[src/rtl/multicycle_ctrl_fsm.sv]
// Sequencing FSM for a multi-cycle RISC-V datapath: steps each instruction through
// fetch/decode/execute/memory/writeback and drives per-state datapath strobes.
module multicycle_ctrl_fsm #(
  parameter int MEM_TIMEOUT = 255,
  parameter int RET_W       = 32
) (
  input  logic             clk,
  input  logic             rst,
  input  logic [6:0]       opcode,
  input  logic             zero,
  input  logic             imem_ready,
  input  logic             dmem_ready,
  output logic             imem_req,
  output logic             ir_write,
  output logic             pc_en,
  output logic [1:0]       pc_src,
  output logic             alu_src,
  output logic [1:0]       alu_op,
  output logic             dmem_read,
  output logic             dmem_write,
  output logic [1:0]       wb_sel,
  output logic             reg_write,
  output logic             illegal,
  output logic             bus_err,
  output logic             halted,
  output logic [RET_W-1:0] retired
);

  localparam int CNT_W = (MEM_TIMEOUT > 0) ? $clog2(MEM_TIMEOUT + 1) : 1;

  localparam logic [6:0] OP_R      = 7'b0110011;
  localparam logic [6:0] OP_IMM    = 7'b0010011;
  localparam logic [6:0] OP_LOAD   = 7'b0000011;
  localparam logic [6:0] OP_STORE  = 7'b0100011;
  localparam logic [6:0] OP_BRANCH = 7'b1100011;
  localparam logic [6:0] OP_JAL    = 7'b1101111;

  typedef enum logic [3:0] {
    S_FETCH, S_DECODE, S_EXEC_R, S_EXEC_I, S_ALU_WB, S_MEM_ADDR,
    S_MEM_RD, S_MEM_WB, S_MEM_WR, S_BRANCH, S_JUMP, S_HALT
  } state_t;

  state_t             state, state_nxt;
  logic [CNT_W-1:0]   wait_cnt;
  logic [RET_W-1:0]   retired_q;
  logic               illegal_q, bus_err_q;
  logic               retire, set_illegal, set_bus_err;
  logic               wait_active, wait_ready, timeout;

  // Only FETCH, MEM_RD and MEM_WR block on a memory handshake.
  always_comb begin
    wait_active = 1'b0;
    wait_ready  = 1'b0;
    case (state)
      S_FETCH:  begin wait_active = 1'b1; wait_ready = imem_ready; end
      S_MEM_RD,
      S_MEM_WR: begin wait_active = 1'b1; wait_ready = dmem_ready; end
      default:  ;
    endcase
    timeout = (MEM_TIMEOUT != 0) && wait_active && !wait_ready &&
              (wait_cnt == CNT_W'(MEM_TIMEOUT));
  end

  always_comb begin
    state_nxt   = state;
    retire      = 1'b0;
    set_illegal = 1'b0;
    set_bus_err = 1'b0;
    case (state)
      S_FETCH:    if (imem_ready) state_nxt = S_DECODE;
      S_DECODE: begin
        case (opcode)
          OP_R:               state_nxt = S_EXEC_R;
          OP_IMM:             state_nxt = S_EXEC_I;
          OP_LOAD, OP_STORE:  state_nxt = S_MEM_ADDR;
          OP_BRANCH:          state_nxt = S_BRANCH;
          OP_JAL:             state_nxt = S_JUMP;
          default: begin
            state_nxt   = S_HALT;
            set_illegal = 1'b1;
          end
        endcase
      end
      S_EXEC_R,
      S_EXEC_I:   state_nxt = S_ALU_WB;
      S_ALU_WB:   begin state_nxt = S_FETCH; retire = 1'b1; end
      S_MEM_ADDR: state_nxt = (opcode == OP_LOAD) ? S_MEM_RD : S_MEM_WR;
      S_MEM_RD:   if (dmem_ready) state_nxt = S_MEM_WB;
      S_MEM_WB:   begin state_nxt = S_FETCH; retire = 1'b1; end
      S_MEM_WR:   if (dmem_ready) begin state_nxt = S_FETCH; retire = 1'b1; end
      S_BRANCH,
      S_JUMP:     begin state_nxt = S_FETCH; retire = 1'b1; end
      S_HALT:     state_nxt = S_HALT;
      default:    state_nxt = S_HALT;
    endcase
    // A ready in the limit cycle already took the normal path above.
    if (timeout) begin
      state_nxt   = S_HALT;
      set_bus_err = 1'b1;
      retire      = 1'b0;
    end
  end

  always_ff @(posedge clk) begin
    if (rst) begin
      state     <= S_FETCH;
      wait_cnt  <= '0;
      retired_q <= '0;
      illegal_q <= 1'b0;
      bus_err_q <= 1'b0;
    end else begin
      state <= state_nxt;
      if (state_nxt != state)
        wait_cnt <= '0;
      else if (wait_active && !wait_ready)
        wait_cnt <= wait_cnt + CNT_W'(1);
      if (retire)      retired_q <= retired_q + RET_W'(1);
      if (set_illegal) illegal_q <= 1'b1;
      if (set_bus_err) bus_err_q <= 1'b1;
    end
  end

  // Strobes are a state decode, forced low while rst is held so an aborted
  // instruction cannot leak a write in the reset cycle.
  always_comb begin
    imem_req   = 1'b0;
    ir_write   = 1'b0;
    pc_en      = 1'b0;
    pc_src     = 2'b00;
    alu_src    = 1'b0;
    alu_op     = 2'b00;
    dmem_read  = 1'b0;
    dmem_write = 1'b0;
    wb_sel     = 2'b00;
    reg_write  = 1'b0;
    halted     = 1'b0;
    if (!rst) begin
      case (state)
        S_FETCH: begin
          imem_req = 1'b1;
          ir_write = imem_ready;
          pc_en    = imem_ready;
        end
        S_EXEC_R: alu_op = 2'b10;
        S_EXEC_I: begin alu_src = 1'b1; alu_op = 2'b10; end
        S_ALU_WB: begin
          alu_src   = (opcode == OP_IMM);
          alu_op    = 2'b10;
          reg_write = 1'b1;
        end
        S_MEM_ADDR: alu_src = 1'b1;
        S_MEM_RD:   begin dmem_read = 1'b1; alu_src = 1'b1; end
        S_MEM_WB:   begin reg_write = 1'b1; wb_sel = 2'b01; end
        S_MEM_WR:   begin dmem_write = 1'b1; alu_src = 1'b1; end
        S_BRANCH: begin
          alu_op = 2'b01;
          pc_en  = zero;
          pc_src = 2'b01;
        end
        S_JUMP: begin
          pc_en     = 1'b1;
          pc_src    = 2'b10;
          reg_write = 1'b1;
          wb_sel    = 2'b10;
        end
        S_HALT:  halted = 1'b1;
        default: ;
      endcase
    end
  end

  assign illegal = !rst && illegal_q;
  assign bus_err = !rst && bus_err_q;
  assign retired = rst ? '0 : retired_q;

endmodule
[config.mk]
export PLATFORM = sky130hd
export DESIGN_NAME = multicycle_ctrl_fsm
export DESIGN_NICKNAME = d
export VERILOG_FILES = /design/src/rtl/multicycle_ctrl_fsm.sv
export SDC_FILE = /design/constraint.sdc
export NUM_CORES = 1
export LEC_CHECK = 0
export CORE_UTILIZATION = 46
export CTS_CLUSTER_DIAMETER = 150
export CTS_CLUSTER_SIZE = 25
export DETAILED_ROUTE_END_ITERATION = 10
export GPL_ROUTABILITY_DRIVEN = 0
export HOLD_SLACK_MARGIN = 0.12
export PLACE_DENSITY_LB_ADDON = 0.25
export SLEW_MARGIN = 10
export SYNTH_ARGS = -nofsm -noshare
export SYNTH_HDL_FRONTEND = slang
export SYNTH_SLANG_ARGS = --single-unit
export TNS_END_PERCENT = 5
[constraint.sdc]
create_clock -name clk -period 1.9 [get_ports clk]
set_input_delay 0.38 -clock clk [delete_from_list [all_inputs] [get_ports clk]]
set_output_delay 0.38 -clock clk [all_outputs]
set_load 0.02 [all_outputs]
==> results.txt, run 1 <==
Critical Path Source Type = register
CTS Hold Buffers Added = 0
chip height = 81.0 µm
Antenna diodes = 0
kind of critical path = register to register
core region area = 0.00596 mm²
# rows = 28
H-tree levels = 2
crit path time final = 1.95 ns
Post-synth ARST share = 0%
CTS max path bufs = 2
CTS tree = built
Routed WL = 8580 µm
failing checks = setup timing
sequential element share of the synthesized area = 32.1%
Syn. warnings = 0
Tcrit/Tclk final = 103%
Worst Slack Setup Final = -0.0526 ns
pin count of the biggest net entering global routing = 48
clock sinks = 46
Worst setup EP type = register
Yosys top cell area share = 32.1%
final instance area = 0.00449 mm²
Cells after DPL = 558
PD cells = 540 mW/mm²
Nets = 516
Final HPWL DP = 5640 µm
fin. max-slew vios = 0
placed cell areas = 0.00407 mm²
Netlist Area Pre-Place = 0.00287 mm²
RSZ-0062 raised after global routing = true
outcome = finished with violations
final hold violations = 0
library cells used by synthesis = 59
Syn Nets = 383
Via Count = 3241
antenna violations before repair = 0
CP max FO = 8
starting density of the core = 48.2%
Final TNS setup = -0.454 ns
fmax = 0.512 GHz
Setup-failing EPs final = 15
Worst Path Required = 2.13 ns
worst slew pin tran = 0.447 ns
Yosys reg bits = 46
crit path DAT = 2.18 ns
skew final = 0.0113 ns
grt total ovfl = 0
port bufs = 59
Syn Area/Cell = 7.78 µm²
Die X = 81.0 µm
Hold Slack = 0.486 ns
total power = 2.43 mW
Final Non-Filler Cells = 577
Worst IR Drop VDD = 0.000687 V
Area Overhead vs Synth = 56.6%
I/O Pins = 60
TritonRoute pass-1 iters = 4
Wirelength per Cell = 14.9 µm
Iter 0 DRT Violations = 183
first-pass GRT wire length = 12600 µm
Tot GR Track Use = 24.0%
CTS buffer count = 5
number of global-route vias before repair = 2883
Via density = 5.62
fraction of layout cells with a size suffix above 1 = 32.3%
Leakage = 2.25 nW
DRC viols = 0
synth top area cells = dfxtp_1 (32%), nor2b_1 (7.0%), nor2_1 (5.8%)
Die Footprint = 0.00656 mm²
Yosys top cell by area = dfxtp_1
Main synth FF type = dfxtp_1
Root Driver = clkbuf_8
DRT antenna net count = 0
Post-synth EDFFs = 0
clock-pin slew on the worst setup and hold paths = 0.09 ns
worst min path class = register to register
worst skew pair latency = 0.29 ns
relative slew slack = 70.2%
max cap viols = 0
Syn Inst Count = 369
==> layer usage <==
metal	vias to the layer above	global-route usage (%)	wire length [µm]
met5	-	0	0
met4	0	4.29	138
met3	18	4.16	357
met2	102	40.7	4140
met1	1541	32.1	3940
li1	1580	-	-
==> kinds of logic after synthesis <==
kind of cell	share of synthesized area, %
AO/OA/AOI/OAI	13.5
adder cells (fa/ha/maj)	0.872
XOR/XNOR	5.19
AND/OR/NAND/NOR	39.9
multiplexers	3.79
buffers and inverters	4.66
flip-flops	32.1
==> stage by stage <==
stage | setup WS, ns | utilization, %
after floorplan | -0.113 | -
after global placement | -0.802 | 68.3
after detailed placement | -0.810 | 68.3
after CTS | -0.0679 | 70.6
after global routing | -0.122 | 75.5
final | -0.0526 | 75.5
==> sequential cells by signal, summed over array words and instances, names as in the netlist <==
| name | flops |
|---|---|
| illegal_q | 1 |
| wait_cnt | 8 |
| retired_q | 32 |
| state | 4 |
| bus_err_q | 1 |
==> synth_stat cells, drive strengths merged (2+ instances only) <==
library cell / count
a22oi: 2
nand3: 12
xnor2: 8
nor2b: 32
nor4b: 4
buf: 13
nand4bb: 2
o21ai: 19
mux2: 7
o31ai: 4
ha: 2
or2: 3
nor3: 20
and3: 9
mux2i: 3
or4: 10
a211oi: 3
or3: 5
nand2b: 4
a21oi: 17
and2: 4
and4bb: 2
nand2: 29
dfxtp: 46
clkbuf: 8
and4: 2
inv: 9
a31oi: 5
xor2: 9
nand4: 16
nor2: 44
==> final timing paths <==
| check | startpoint | end | slack (ns) | cells past startpoint |
|---|---|---|---|---|
| setup reg to reg | state[2]$_SDFF_PP0_ | wait_cnt[6]$_SDFFE_PP0P_ | -0.05 | 8 |
| hold / removal | bus_err_q$_SDFFE_PP0N_ | bus_err_q$_SDFFE_PP0N_ | 0.49 | 2 |
| hold reg to reg | bus_err_q$_SDFFE_PP0N_ | bus_err_q$_SDFFE_PP0N_ | 0.49 | 2 |
| setup / recovery | state[2]$_SDFF_PP0_ | wait_cnt[6]$_SDFFE_PP0P_ | -0.05 | 8 |
==> worst max-delay path: stages, from the launching register on <==
cell      delay [ns]
dfxtp_4         0.38
buf_8           0.14
and4bb_1        0.22
a22oi_2         0.30
or2_4           0.21
buf_6           0.10
a21oi_2         0.04
a41o_4          0.31
nor3_4          0.18
==> power by group <==
part | total [mW] | leakage, nW | switching, mW | internal, mW
clock network | 0.565 | 0.0438 | 0.317 | 0.248
logic | 0.830 | 1.83 | 0.422 | 0.408
registers | 1.03 | 0.376 | 0.0422 | 0.991
total | 2.43 | 2.25 | 0.782 | 1.65
==> area by class of cell <==
type,count,area [µm²]
Multi-Input combinational cell,293,2070
Fill cell,407,1460
Timing Repair Buffer,147,1280
Sequential cell,46,940
Tap cell,75,93.8
Clock buffer,5,68.8
Inverter,9,33.8
Clock inverter,2,10.0
==> cells in the final DEF (no fill, tap or decap), types with 7 or more instances in the layout <==
cell type and instances:
inv_1 9, xnor2_1 8, or4_1 9, dlygate4sd2_1 16, nor2_1 42, nor3_2 10
dlymetal6s2s_1 22, dfxtp_1 39, nand2_1 29, nand3_1 12, xor2_1 9, mux2_1 7
nand4_1 15, nor2b_1 32, nor3_1 8, buf_2 12, a21oi_1 16, o21ai_1 14
buf_4 80
==> what timing repair did <==
| action | 4_1_cts | 5_1_grt |
|---|---|---|
| resized for setup | 100 | 74 |
| setup buffers | 1 | 11 |
| pin swaps | 17 | 22 |
| gates cloned | 0 | 0 |
| setup endpoints to repair | 62 | 63 |
Power figures use the tool's default switching activity.
==> run 2, diff against run 1 <==
--- a/config.mk
+++ b/config.mk
@@ -12,7 +12,7 @@
 export GPL_ROUTABILITY_DRIVEN = 0
 export HOLD_SLACK_MARGIN = 0.12
 export PLACE_DENSITY_LB_ADDON = 0.25
-export SLEW_MARGIN = 10
+export SETUP_SLACK_MARGIN = 0.02
 export SYNTH_ARGS = -nofsm -noshare
 export SYNTH_HDL_FRONTEND = slang
 export SYNTH_SLANG_ARGS = --single-unit
==> run 2 against run 1 <==
- sequential share of layout area increased by 0.45 points
- the run still ends with setup timing left
- fmax decreased by 2.8%
- combinational power decreased by 6.7%
- largest power group unchanged
- worst hold slack got worse by 0.015 ns
- critical endpoint is now wait_cnt[5]$_SDFFE_PP0P_
- register-to-register slack got worse by 0.06 ns
==> results.txt, run 2 (same netlist as run 1, synthesis figures left out) <==
outcome = finished with violations
failing checks = setup timing
most frequent cells in the layout = buf_4 (75), nor2_1 (42), dfxtp_1 (37)
WHS Endpoint = bus_err_q$_SDFFE_PP0N_
RSZ-0062 raised after global routing = true
fmax = 0.498 GHz
kind of critical path = register to register
TritonRoute pass-1 iters = 4
Worst Path Required = 2.11 ns
max cap viols = 0
Final Non-Filler Cells = 570
Most flops, register = retired_q
worst r2r dst = wait_cnt[5]$_SDFFE_PP0P_
port bufs = 59
Iter 0 DRT Violations = 198
worst slew pin tran = 0.372 ns
Critical Path Source Type = register
number of global-route vias before repair = 2867
final hold violations = 0
core region area = 0.00596 mm²
pin count of the biggest net entering global routing = 44
Via density = 5.55
crit path time final = 2.01 ns
slowest cell delay on critical path = 0.41 ns
Worst IR Drop VDD = 0.000410 V
Area Overhead vs Synth = 53.7%
Wirelength per Cell = 14.7 µm
clock-pin slew on the worst setup and hold paths = 0.08 ns
Tot GR Track Use = 25.2%
Top Registers = retired_q: 32 flops, wait_cnt: 8 flops, state: 4 flops
DRC viols = 0
Worst R2R Path Depth = 7
hold path startpoint = bus_err_q$_SDFFE_PP0N_
antenna violations before repair = 0
fraction of layout cells with a size suffix above 1 = 31.3%
commonest non-fill, non-tap cell in the layout = buf_4
total power = 2.43 mW
PD cells = 552 mW/mm²
I/O Pins = 60
CP max FO = 11
skew final = 0.00673 ns
Slowest-stage cell, CP = dfxtp_4
DRT antenna net count = 0
Via Count = 3161
CP cell instances = buf_12 -> nor4b_2 -> a22oi_2 -> or2_1 -> a211oi_2 -> o22ai_4 -> nor3_1
Final HPWL DP = 5820 µm
chip height = 81.0 µm
Worst Hold Depth = 2
# rows = 28
fin. max-slew vios = 0
Tcrit/Tclk final = 106%
Reg2Reg Setup Slack = -0.11 ns
fillers = 455
clock sinks = 46
Die Footprint = 0.00656 mm²
worst min path class = register to register
post-layout util = 74.1%
max FFs per register = 32
worst skew pair latency = 0.30 ns
first-pass GRT wire length = 12900 µm
H-tree levels = 2
Root Driver = clkbuf_8
Setup-failing EPs final = 18
CTS buffer count = 5
relative slew slack = 75.0%
CTS tree = built
Antenna diodes = 0
CTS max path bufs = 2
grt total ovfl = 0
CTS Hold Buffers Added = 0
Nets = 508
Routed WL = 8350 µm
R2R Path Start = state[1]$_SDFF_PP0_
Worst setup EP type = register
Cells after DPL = 556
crit path DAT = 2.22 ns
Leakage = 2.10 nW
Worst Slack Setup Final = -0.108 ns
Die X = 81.0 µm
starting density of the core = 48.2%
## run 2: changes by cell type in the layout (fill, tap and decap cells not counted), moves of 3 or more
cell	change
dlygate4sd2_1	+12
dlymetal6s2s_1	-8
buf_4	-5
buf_2	-3
## run 2: stage by stage
step	setup slack (ns)	cell area [µm²]	hold WS, ns	setup TNS (ns)
2_1_floorplan	-0.0146	2900	0.429	-0.0229
3_3_place_gp	-0.766	4060	0.448	-18.67
3_5_place_dp	-0.775	4060	0.456	-20.34
4_1_cts	-0.191	4160	0.477	-1.17
5_1_grt	-0.173	4410	0.524	-2.63
6_report	-0.108	4410	0.470	-0.875
## run 2: repair_timing
item,CTS,global route
resized for setup,109,57
pin swaps,8,15
buffers inserted,0,6
setup endpoints to repair,73,52
## run 2: report_power, final
group / switching, mW / internal [mW]
Sequential: 0.0533 / 0.991
Combinational: 0.387 / 0.386
Clock: 0.322 / 0.294
## run 2: routing by layer
metal | part of all wire, % | vias to the layer above | global-route usage, %
li1 | - | 1573 | -
met3 | 3.2 | 9 | 3.60
met5 | 0 | - | 0
met4 | 1.1 | 0 | 8.21
met1 | 45 | 1525 | 32.1
met2 | 50 | 54 | 43.4
## run 2: worst max-delay path: cells and delay by family (launching register included)
kind / cells / cell delay (ns)
simple gates: 3 / 0.80
compound gates: 3 / 0.56
flops: 1 / 0.41
buf+inv: 1 / 0.16
## run 2: how the worst max path moves through the flow
stage / from / endpoint / depth (start not counted)
after CTS: opcode[6] / alu_src / 7
after global placement: opcode[2] / alu_src / 7
after detailed placement: opcode[2] / alu_src / 7
after global routing: state[1]$_SDFF_PP0_ / wait_cnt[5]$_SDFFE_PP0P_ / 7
final: state[1]$_SDFF_PP0_ / wait_cnt[5]$_SDFFE_PP0P_ / 7
after floorplan: state[1]$_SDFF_PP0_ / wb_sel[1] / 5
## run 2: area by class of cell
| type | count | area, µm² | area share [%] |
|---|---|---|---|
| multi-input cells | 293 | 2060 | 46.7 |
| clock inverters | 1 | 5.00 | 0.113 |
| well taps | 75 | 93.8 | 2.13 |
| flip-flops and latches | 46 | 942 | 21.4 |
| clock buffers | 7 | 86.3 | 1.96 |
| repair buffers | 139 | 1190 | 27.0 |
| inverters | 9 | 33.8 | 0.766 |
